<file path="config.mk">
export PLATFORM = sky130hd
export DESIGN_NAME = timer_counter
export DESIGN_NICKNAME = d
export VERILOG_FILES = /design/src/rtl/timer_counter.sv
export SDC_FILE = /design/constraint.sdc
export NUM_CORES = 1
export LEC_CHECK = 0
export ABC_CLOCK_PERIOD_IN_PS = 2850
export BUFFER_PORTS_ARGS = -buffer_cell sky130_fd_sc_hd__clkbuf_2
export CORE_MARGIN = 3
export CORE_UTILIZATION = 55
export CTS_BUF_LIST = sky130_fd_sc_hd__clkbuf_4 sky130_fd_sc_hd__clkbuf_8
export DETAILED_ROUTE_END_ITERATION = 8
export PLACE_DENSITY = 0.82
export SYNTH_ARGS = -nofsm -noshare
export SYNTH_HDL_FRONTEND = slang
export SYNTH_SLANG_ARGS = --single-unit
</file>
<file path="constraint.sdc">
create_clock -name clk -period 2.85 [get_ports clk]
set_input_delay 0.57 -clock clk [delete_from_list [all_inputs] [get_ports clk]]
set_output_delay 0.57 -clock clk [all_outputs]
set_load 0.1 [all_outputs]
</file>
<file path="src/rtl/timer_counter.sv">
// timer_counter: memory-mapped down-counting timer with CTRL / PRESET / COUNT
// word registers and a maskable interrupt request.
//
//   state | meaning
//   ------+---------------------------------------------------------------
//   IDLE  | stopped; waits for CTRL.EN
//   LOAD  | copies PRESET into COUNT
//   CNT   | decrements COUNT once per cycle while EN stays set
//   INT   | expiry cycle; one-shot clears EN, auto-reload clears the flag
module timer_counter #(
  parameter int CNT_W = 32
) (
  input  logic        clk,
  input  logic        reset,
  input  logic [31:2] Addr,
  input  logic        WE,
  input  logic [31:0] Din,
  output logic [31:0] Dout,
  output logic        IRQ
);

  localparam logic [1:0] ADDR_CTRL   = 2'b00;
  localparam logic [1:0] ADDR_PRESET = 2'b01;
  localparam logic [1:0] ADDR_COUNT  = 2'b10;

  localparam logic [CNT_W-1:0] CNT_ONE  = CNT_W'(1);
  localparam logic [CNT_W-1:0] CNT_ZERO = '0;

  typedef enum logic [1:0] {
    IDLE = 2'b00,
    LOAD = 2'b01,
    CNT  = 2'b10,
    INT  = 2'b11
  } state_t;

  state_t             state;
  logic               ctrl_en;
  logic [1:0]         ctrl_mode;
  logic               ctrl_im;
  logic [CNT_W-1:0]   preset;
  logic [CNT_W-1:0]   count;
  logic               irq_flag;

  logic [1:0]         reg_sel;
  logic               wr_ctrl;
  logic               wr_preset;
  logic               auto_reload;
  logic               unused_bits;

  assign reg_sel   = Addr[3:2];
  assign wr_ctrl   = WE && (reg_sel == ADDR_CTRL);
  assign wr_preset = WE && (reg_sel == ADDR_PRESET);

  // Only MODE=01 reloads; 10 and 11 fall back to one-shot behaviour.
  assign auto_reload = (ctrl_mode == 2'b01);

  // Upper address bits and Din bits beyond the register widths are ignored.
  assign unused_bits = ^{Addr[31:4], Din};

  // Register writes first, then the FSM; FSM assignments placed later win,
  // except that a software CTRL write protects EN from the one-shot clear.
  always_ff @(posedge clk) begin
    if (reset) begin
      state     <= IDLE;
      ctrl_en   <= 1'b0;
      ctrl_mode <= 2'b00;
      ctrl_im   <= 1'b0;
      preset    <= CNT_ZERO;
      count     <= CNT_ZERO;
      irq_flag  <= 1'b0;
    end else begin
      if (wr_ctrl) begin
        ctrl_en   <= Din[0];
        ctrl_mode <= Din[2:1];
        ctrl_im   <= Din[3];
        irq_flag  <= 1'b0;
      end
      if (wr_preset) begin
        preset   <= Din[CNT_W-1:0];
        irq_flag <= 1'b0;
      end

      unique case (state)
        IDLE: begin
          if (ctrl_en) begin
            state <= LOAD;
          end
        end
        LOAD: begin
          count <= preset;
          state <= CNT;
        end
        CNT: begin
          if (!ctrl_en) begin
            state <= IDLE;
          end else if (count > CNT_ONE) begin
            count <= count - CNT_ONE;
          end else begin
            // PRESET of 0 lands here on the first CNT cycle, same as 1.
            count    <= CNT_ZERO;
            irq_flag <= 1'b1;
            state    <= INT;
          end
        end
        INT: begin
          if (auto_reload) begin
            irq_flag <= 1'b0;
          end else if (!wr_ctrl) begin
            ctrl_en <= 1'b0;
          end
          state <= IDLE;
        end
        default: state <= IDLE;
      endcase
    end
  end

  // Read mux is purely combinational; the bridge supplies the read register.
  always_comb begin
    Dout = 32'h0000_0000;
    case (reg_sel)
      ADDR_CTRL:   Dout = {28'h000_0000, ctrl_im, ctrl_mode, ctrl_en};
      ADDR_PRESET: Dout = 32'(preset);
      ADDR_COUNT:  Dout = 32'(count);
      default:     Dout = 32'h0000_0000;
    endcase
  end

  assign IRQ = ctrl_im & irq_flag;

endmodule

</file>
==> impl_metrics.tcl, run 1 <==
set metrics [dict create \
    run_status "finished, final reports clean" \
    slew_violations 0 \
    die_area_um2 8560 \
    hold_violations 0 \
    min_period_ns 2.61 \
    vias 4708 \
    clk_pin_slew_ns 0.09 \
    cts_buffers 9 \
    period_share_pct 91.6 \
    worst_r2r_path_depth 5 \
    portBuffers 69 \
    dr.pass1.iters 6 \
    grt_pass1_vias 4381 \
    min_from "Din[30]" \
    die_w_um 92.5 \
    coreArea_um2 7020 \
    synth_top_area_share_pct 34.5 \
    start_kind "flop" \
    vias_per_cell 6.67 \
    antenna_cells 0 \
    grt_max_degree 33 \
    cp.arrival_ns 2.84 \
    synthArstFlopShare_pct 0 \
    insertion_delay_ns 0.36 \
    synth.distinct_cells 56 \
    clock_skew_ns 0.00794 \
    grt_pass1_wl_mm 21.7 \
    synth-seq-area-share_pct 34.5 \
    synth_top_flop_cell "dfxtp_1" \
    synth_area_leaders "dfxtp_1 (35%), nand2_1 (8.0%), a21oi_1 (7.3%)" \
    drv_cap 0 \
    synth_edf_count 0 \
    cts.htree.levels 3 \
    required_ns 3.08 \
    p_per_area_nw_per_um2 462 \
    grt_use_total_pct 31.6 \
    cts_tree "yes" \
    cts_buffer_depth 2 \
    setup.worst_path.end_class "flop" \
    place_area_um2 5050 \
    worstSetupPathType "reg2reg" \
    cts_sinks 71 \
    yosysMostFrequentCell "nand2_1" \
    p_leak_nw 2.04 \
    drcViolationCount 0 \
    dpl.hpwl_mm 9.34 \
    yosys_warnings 0 \
    place_ws_ns 0.326 \
    netlist_area_um2 4120 \
    crit_start "count[24]" \
    setup_viol 0 \
    place_congestion 0.957 \
    grt-ovfl-total 0 \
    syn_nets 622 \
    syn_inst 555 \
    drive_gt1_share_pct 23.1 \
    areaGrowthSynthToFinish_pct 27.7 \
    cts.repair.resized 0 \
    vdd_ir_drop_max_mv 0.380 \
    syn_area_per_cell_um2 7.42 \
    hold_buffers 0 \
    rsz0062_at_grt "no" \
    max_freq_mhz 383 \
    rr_startpoint "count[24]" \
    die_h_um 92.5 \
    start_util_pct 58.7 \
    rows 30 \
    setup_slack_ns 0.238 \
    path_max_fanout 21 \
    root_buffer "clkbuf_8" \
    post_cts_buffers 0 \
    power_mw 2.43 \
    synth_common_cells "nand2_1 (88), dfxtp_1 (71), a21oi_1 (60), nor2_1 (43), clkbuf_1 (41)" \
    antenna_found_initial 0 \
    ys_ff_latch 71 \
    io_pins 98 \
    wl_mm 13.5 \
    hold_path_class "in2reg" \
    fin_nets 672 \
    relSlewSlack_pct 49.3 \
    tightestPinTransition_ns 0.759 \
    drtIter0Drc 576 \
    whs_path_depth 3 \
    synth_top_cell_by_area "dfxtp_1" \
    stdcell_area_um2 5260 \
    ant_nets 0 \
    wl_per_cell_um 19.1 \
]
-- critical path: stages, from the launching register on --
cell     delay [ns]
dfxtp_1        0.39
or4_4          0.60
or4_4          0.48
or4_4          0.60
nand2_2        0.27
o41ai_1        0.12
-- per-layer routing --
| metal | part of all wire, % | vias to the layer above | GRT usage (%) | wire (um) |
|---|---|---|---|---|
| li1 | - | 2139 | - | - |
| met1 | 38 | 2160 | 41.8 | 5190 |
| met2 | 45 | 348 | 50.2 | 6110 |
| met3 | 13 | 61 | 6.66 | 1700 |
| met4 | 3.6 | 0 | 12.3 | 483 |
| met5 | 0 | - | 0 | 0 |
-- flip-flops by register name, summed over array words and instances (netlist names) --
name,flops
count,32
ctrl_en,1
ctrl_im,1
ctrl_mode,2
irq_flag,1
preset,32
state,2
-- worst paths after layout --
| kind | end | slack [ns] |
|---|---|---|
| min reg2reg | preset[8] | 0.48 |
| max | count[0] | 0.24 |
| min | preset[30] | 0.42 |
| max reg2reg | count[0] | 0.24 |
-- logic make-up after synthesis --
kind of cell | count (synthesis) | share of synthesized area, %
muxes | 8 | 1.94
AOI/OAI and AO/OA | 192 | 30.6
buffers and inverters | 56 | 5.53
DFF | 71 | 34.5
and+or+nand+nor | 223 | 26.2
xor gates and xnor gates | 3 | 0.638
adders and majority gates | 2 | 0.607
-- metrics by stage --
step | std cells | hold WS (ns) | TNS, ns | utilization (%)
after floorplan | 555 | 0.446 | -0.0775 | -
after global placement | 690 | 0.460 | 0 | 72.0
after detailed placement | 690 | 0.461 | 0 | 72.0
after CTS | 706 | 0.417 | 0 | 75.0
after global routing | 706 | 0.416 | 0 | 75.0
final | 706 | 0.416 | 0 | 75.0
-- power breakdown --
part | total [mW] | leakage, nW | internal, mW | switching (mW)
Sequential | 1.06 | 0.575 | 1.02 | 0.0381
Clock | 0.858 | 0.103 | 0.433 | 0.425
Combinational | 0.517 | 1.36 | 0.184 | 0.333
Total | 2.43 | 2.04 | 1.63 | 0.797
-- cell type report --
| type | instances | area, um2 |
|---|---|---|
| Multi-Input combinational cell | 428 | 2510 |
| Fill cell | 533 | 1760 |
| Sequential cell | 71 | 1420 |
| Timing Repair Buffer | 90 | 983 |
| Clock buffer | 10 | 138 |
| Tap cell | 96 | 120 |
| Clock inverter | 6 | 68.8 |
| Inverter | 5 | 18.8 |
-- cells in the final DEF, fill, tap and decap left out, types with 4 or more instances in the layout --
master / Yosys / final
and3_1: 4 / 4
o21ai_0: 38 / 34
buf_12: 0 / 32
nor2_1: 43 / 43
buf_4: 0 / 21
a21oi_1: 60 / 60
nand2_1: 88 / 88
nor3_1: 7 / 7
nor2b_1: 6 / 4
nand2b_1: 7 / 7
mux2i_1: 8 / 8
or3_1: 6 / 6
nand3_1: 19 / 19
clkbuf_2: 0 / 37
o211ai_1: 6 / 6
nand4_1: 7 / 7
clkbuf_8: 0 / 10
a31oi_1: 5 / 5
a221oi_1: 4 / 4
o31ai_1: 4 / 4
inv_1: 5 / 5
o31a_1: 6 / 6
dfxtp_1: 71 / 71
a22o_1: 28 / 8
a211oi_1: 18 / 18
nor4_1: 15 / 15
a22o_2: 0 / 20
No activity file was read; power rests on OpenSTA's default activity.
==> inputs of run 2 (changes only) <==
--- a/config.mk
+++ b/config.mk
@@ -8,10 +8,10 @@
 export ABC_CLOCK_PERIOD_IN_PS = 2850
 export BUFFER_PORTS_ARGS = -buffer_cell sky130_fd_sc_hd__clkbuf_2
 export CORE_MARGIN = 3
-export CORE_UTILIZATION = 55
+export CORE_UTILIZATION = 43
 export CTS_BUF_LIST = sky130_fd_sc_hd__clkbuf_4 sky130_fd_sc_hd__clkbuf_8
 export DETAILED_ROUTE_END_ITERATION = 8
-export PLACE_DENSITY = 0.82
+export PLACE_DENSITY = 0.66
 export SYNTH_ARGS = -nofsm -noshare
 export SYNTH_HDL_FRONTEND = slang
 export SYNTH_SLANG_ARGS = --single-unit
==> run 2 against run 1 <==
- first-iteration DRC count down 20%
- largest cell class unchanged
- critical endpoint is now count[1]
- combinational power is 2% lower
- critical path type unchanged
- largest power group unchanged
- clock power rose by 7.7%
==> impl_metrics.tcl, run 2 (synthesis gave the netlist of run 1 again) <==
set metrics [dict create \
    period_share_pct 88.6 \
    clk_pin_slew_ns 0.09 \
    grt-ovfl-total 0 \
    start_util_pct 44.4 \
    met2_usage_pct 39.3 \
    setup.worst_path.end_class "flop" \
    run_status "finished, final reports clean" \
    path_cells "or4_4 -> or4_4 -> or4_4 -> nand2_2 -> a211oi_1" \
    grt_pass1_vias 4286 \
    cts.htree.levels 3 \
    p_leak_nw 2.05 \
    ant_nets 0 \
    vias 4507 \
    cts_sinks 71 \
    min_period_ns 2.52 \
    drcViolationCount 0 \
    rr_startpoint "count[26]" \
    dpl.hpwl_mm 9.20 \
    die_w_um 104 \
    cts_buffers 9 \
    drtIter0Drc 460 \
    hold_path_class "in2reg" \
    die_area_um2 10800 \
    rows 35 \
    setup_viol 0 \
    wl_per_cell_um 17.5 \
    dr.pass1.iters 5 \
    critPathSlowestCell "or4_4" \
    wl_mm 13.0 \
    grt-busiest-layer "met2" \
    stdcell_count 743 \
    hold_violations 0 \
    grt_pass1_wl_mm 21.3 \
    clock_skew_ns 0.0138 \
    tightestPinTransition_ns 0.573 \
    cp_slowest_stage_delay_ns 0.59 \
    slew_violations 0 \
    max_freq_mhz 396 \
    drv_cap 0 \
    start_kind "flop" \
    setup_slack_ns 0.326 \
    cts_tree "yes" \
    drive_gt1_share_pct 23.6 \
    worst-path-buf-inv 0 \
    portBuffers 69 \
    coreArea_um2 9280 \
    areaGrowthSynthToFinish_pct 29.0 \
    vdd_ir_drop_max_mv 0.322 \
    p_per_area_nw_per_um2 468 \
    layout_common_cells "nand2_1 (88), dfxtp_1 (71), a21oi_1 (60), nor2_1 (43), clkbuf_2 (41)" \
    place_inst 727 \
    min_from "Din[29]" \
    cp_top_family "simple AND/OR/NAND/NOR gates" \
    power_mw 2.49 \
    cts_buffer_depth 2 \
    reg_top3 "count (32), preset (32)" \
    vias_per_cell 6.07 \
    rsz0062_at_grt "no" \
    post_cts_buffers 0 \
    final_common_cell "nand2_1" \
    place_ws_ns 0.379 \
    antenna_cells 0 \
    insertion_delay_ns 0.36 \
    die_h_um 104 \
    crit_start "count[26]" \
    final_util_pct 57.2 \
    root_buffer "clkbuf_8" \
    place_congestion 0.902 \
    cp.arrival_ns 2.74 \
    cts.repair.resized 0 \
    required_ns 3.07 \
    hold_buffers 0 \
    antenna_found_initial 0 \
    grt_use_total_pct 23.9 \
    met1_usage_pct 31.6 \
    fin_nets 676 \
    relSlewSlack_pct 61.5 \
    tns_ns 0 \
    io_pins 98 \
    rrSetupSlack_ns 0.33 \
    grt_max_degree 44 \
    worstSetupPathType "reg2reg" \
    path_common_cell "or4_4" \
    path_max_fanout 21 \
    grtUsageMet3_pct 3.54 \
]
[run 2: worst paths after layout]
kind / to / depth (start not counted)
setup / recovery: count[1] / 5
hold / removal: preset[29] / 3
setup reg to reg: count[1] / 5
hold reg to reg: preset[3] / 2
[run 2: worst min-delay path, stage by stage]
cell	delay [ns]
clkbuf_2	0.08
nand2_1	0.04
a21oi_1	0.05
[run 2: through the flow]
stage / cell area, um2 / hold slack [ns]
floorplan: 4160 / 0.446
global placement: 5090 / 0.462
detailed placement: 5090 / 0.465
CTS: 5310 / 0.420
global route: 5310 / 0.427
finish: 5310 / 0.424
[run 2: final cells by class]
type | count | area [um2]
clock buffer | 9 | 124
clock inverter | 7 | 97.6
fill | 901 | 3970
inverter | 5 | 18.8
multi-input combinational | 428 | 2510
sequential | 71 | 1420
tap | 129 | 161
timing repair buffer | 94 | 978
[run 2: routing by layer]
layer / wire length [um] / share of wire (%)
met3: 1030 / 7.9
met4: 313 / 2.4
met5: 0 / 0
met2: 6100 / 47
met1: 5580 / 43
[run 2: power by group]
group,switching [mW],internal (mW)
registers,0.0358,1.02
clock network,0.430,0.494
logic,0.325,0.183
==> inputs of run 3 (changes only) <==
--- a/config.mk
+++ b/config.mk
@@ -11,7 +11,9 @@
 export CORE_UTILIZATION = 43
 export CTS_BUF_LIST = sky130_fd_sc_hd__clkbuf_4 sky130_fd_sc_hd__clkbuf_8
 export DETAILED_ROUTE_END_ITERATION = 8
-export PLACE_DENSITY = 0.66
+export PLACE_DENSITY = 0.67
+export SETUP_SLACK_MARGIN = 0.3
+export SLEW_MARGIN = 0
 export SYNTH_ARGS = -nofsm -noshare
 export SYNTH_HDL_FRONTEND = slang
 export SYNTH_SLANG_ARGS = --single-unit
==> run 3 against run 2 <==
- count of clock-buffer cells in the layout unchanged
- non-clock buffer count increased by 2
- routed wire length increased by 0.51%
- sequential share of layout area decreased by 0.75 points
- clock skew decreased by 0.0065 ns
- via count increased by 0.58%
- sequential power about the same
- cell area increased by 2.9%
==> impl_metrics.tcl, run 3 (synthesis gave the netlist of run 1 again) <==
set metrics [dict create \
    grt_pass1_wl_mm 21.4 \
    setup_viol 0 \
    slew_violations 0 \
    vdd_ir_drop_max_mv 0.247 \
    p_per_area_nw_per_um2 435 \
    die_area_um2 10800 \
    grt_max_degree 41 \
    place_congestion 0.922 \
    layout_common_cells "nand2_1 (88), dfxtp_1 (71), a21oi_1 (60), nor2_1 (43), clkbuf_2 (37)" \
    root_buffer "clkbuf_8" \
    tns_ns 0 \
    p_leak_nw 2.17 \
    antenna_found_initial 0 \
    relSlewSlack_pct 61.0 \
    hold_path_class "in2reg" \
    rsz0062_at_grt "yes" \
    rows 35 \
    wl_per_cell_um 17.6 \
    run_status "finished, final reports clean" \
    vias_per_cell 6.09 \
    start_util_pct 44.4 \
    clock_skew_ns 0.00735 \
    hold_violations 0 \
    hold_buffers 0 \
    grt-ovfl-total 0 \
    cts_sinks 71 \
    final_common_cell "nand2_1" \
    grt_use_total_pct 24.1 \
    worstSetupPathType "reg2reg" \
    ant_nets 0 \
    tightestPinTransition_ns 0.584 \
    drcViolationCount 0 \
    power_mw 2.38 \
    portBuffers 69 \
    drv_cap 0 \
    cts.htree.levels 3 \
    io_pins 98 \
    drtIter0Drc 364 \
    required_ns 3.07 \
    coreArea_um2 9280 \
    m1WireLength_mm 5.81 \
    die_h_um 104 \
    setup.worst_path.end_class "flop" \
    cts_buffer_depth 2 \
    min_period_ns 2.47 \
    post_cts_buffers 0 \
    path_max_fanout 21 \
    grt_pass1_vias 4281 \
    cts_tree "yes" \
    areaGrowthSynthToFinish_pct 32.7 \
    vias 4533 \
    cp.arrival_ns 2.70 \
    start_kind "flop" \
    dpl.hpwl_mm 9.22 \
    wl_mm 13.1 \
    period_share_pct 86.8 \
    cts_buffers 9 \
    dr.pass1.iters 5 \
    fin_nets 678 \
    highest_layer "met4" \
    reg_top3 "count (32), preset (32)" \
    die_w_um 104 \
    route.met3.wl_um 997 \
    max_freq_mhz 404 \
    drive_gt1_share_pct 25.2 \
    clk_pin_slew_ns 0.08 \
    antenna_cells 0 \
    insertion_delay_ns 0.35 \
    wl_met2_mm 6.07 \
    final_util_pct 58.9 \
]
[run 3: cell count changes in the layout (fill, tap and decap cells not counted), sizes merged]
cell | previous run | this run
buf | 53 | 59
clkbuf | 50 | 46
clkinv | 3 | 5
clkinvlp | 2 | 0
bufinv | 2 | 1
[run 3: stage by stage]
step           hold slack, ns  instance area, um2  setup WS, ns  std cells
3_5_place_dp            0.463                5270         0.389        729
2_1_floorplan           0.446                4270       -0.0775        555
3_3_place_gp            0.460                5270         0.402        729
4_1_cts                 0.427                5460         0.382        744
6_report                0.428                5470         0.375        744
5_1_grt                 0.429                5470         0.293        744
[run 3: worst paths after layout]
path             start    endpoint  slack [ns]  cells past startpoint
max          count[26]    count[9]        0.38                      5
min            Din[31]  preset[31]        0.43                      3
max reg2reg  count[26]    count[9]        0.38                      5
min reg2reg  preset[1]   preset[1]        0.48                      2
[run 3: report_power, final]
group	switching, mW	leakage, nW	internal, mW
clock network	0.397	0.0988	0.398
logic	0.335	1.50	0.192
registers	0.0381	0.575	1.02
[run 3: routing by layer]
metal,global-route usage (%),vias to the layer above
met5,0,-
met2,38.9,194
met3,4.59,25
li1,-,2149
met1,32.5,2165
met4,7.79,0
[run 3: what timing repair did]
item                                    CTS  global route
endpoints found under the hold margin     0             0
endpoints found under the setup margin    0             5
gates resized for setup                   0             2
[run 3: final cells by class]
type,instances,area (um2)
Clock buffer,9,124
Timing Repair Buffer,96,1040
Tap cell,129,161
Clock inverter,6,62.6
Multi-Input combinational cell,428,2640
Inverter,5,18.8
Sequential cell,71,1420
Fill cell,863,3820
[run 3: worst max-delay path, cell delays in order (launching register included)]
cell	delay [ns]
dfxtp_1	0.38
or4_4	0.55
or4_4	0.46
or4_4	0.61
a32oi_1	0.25
o22ai_1	0.10
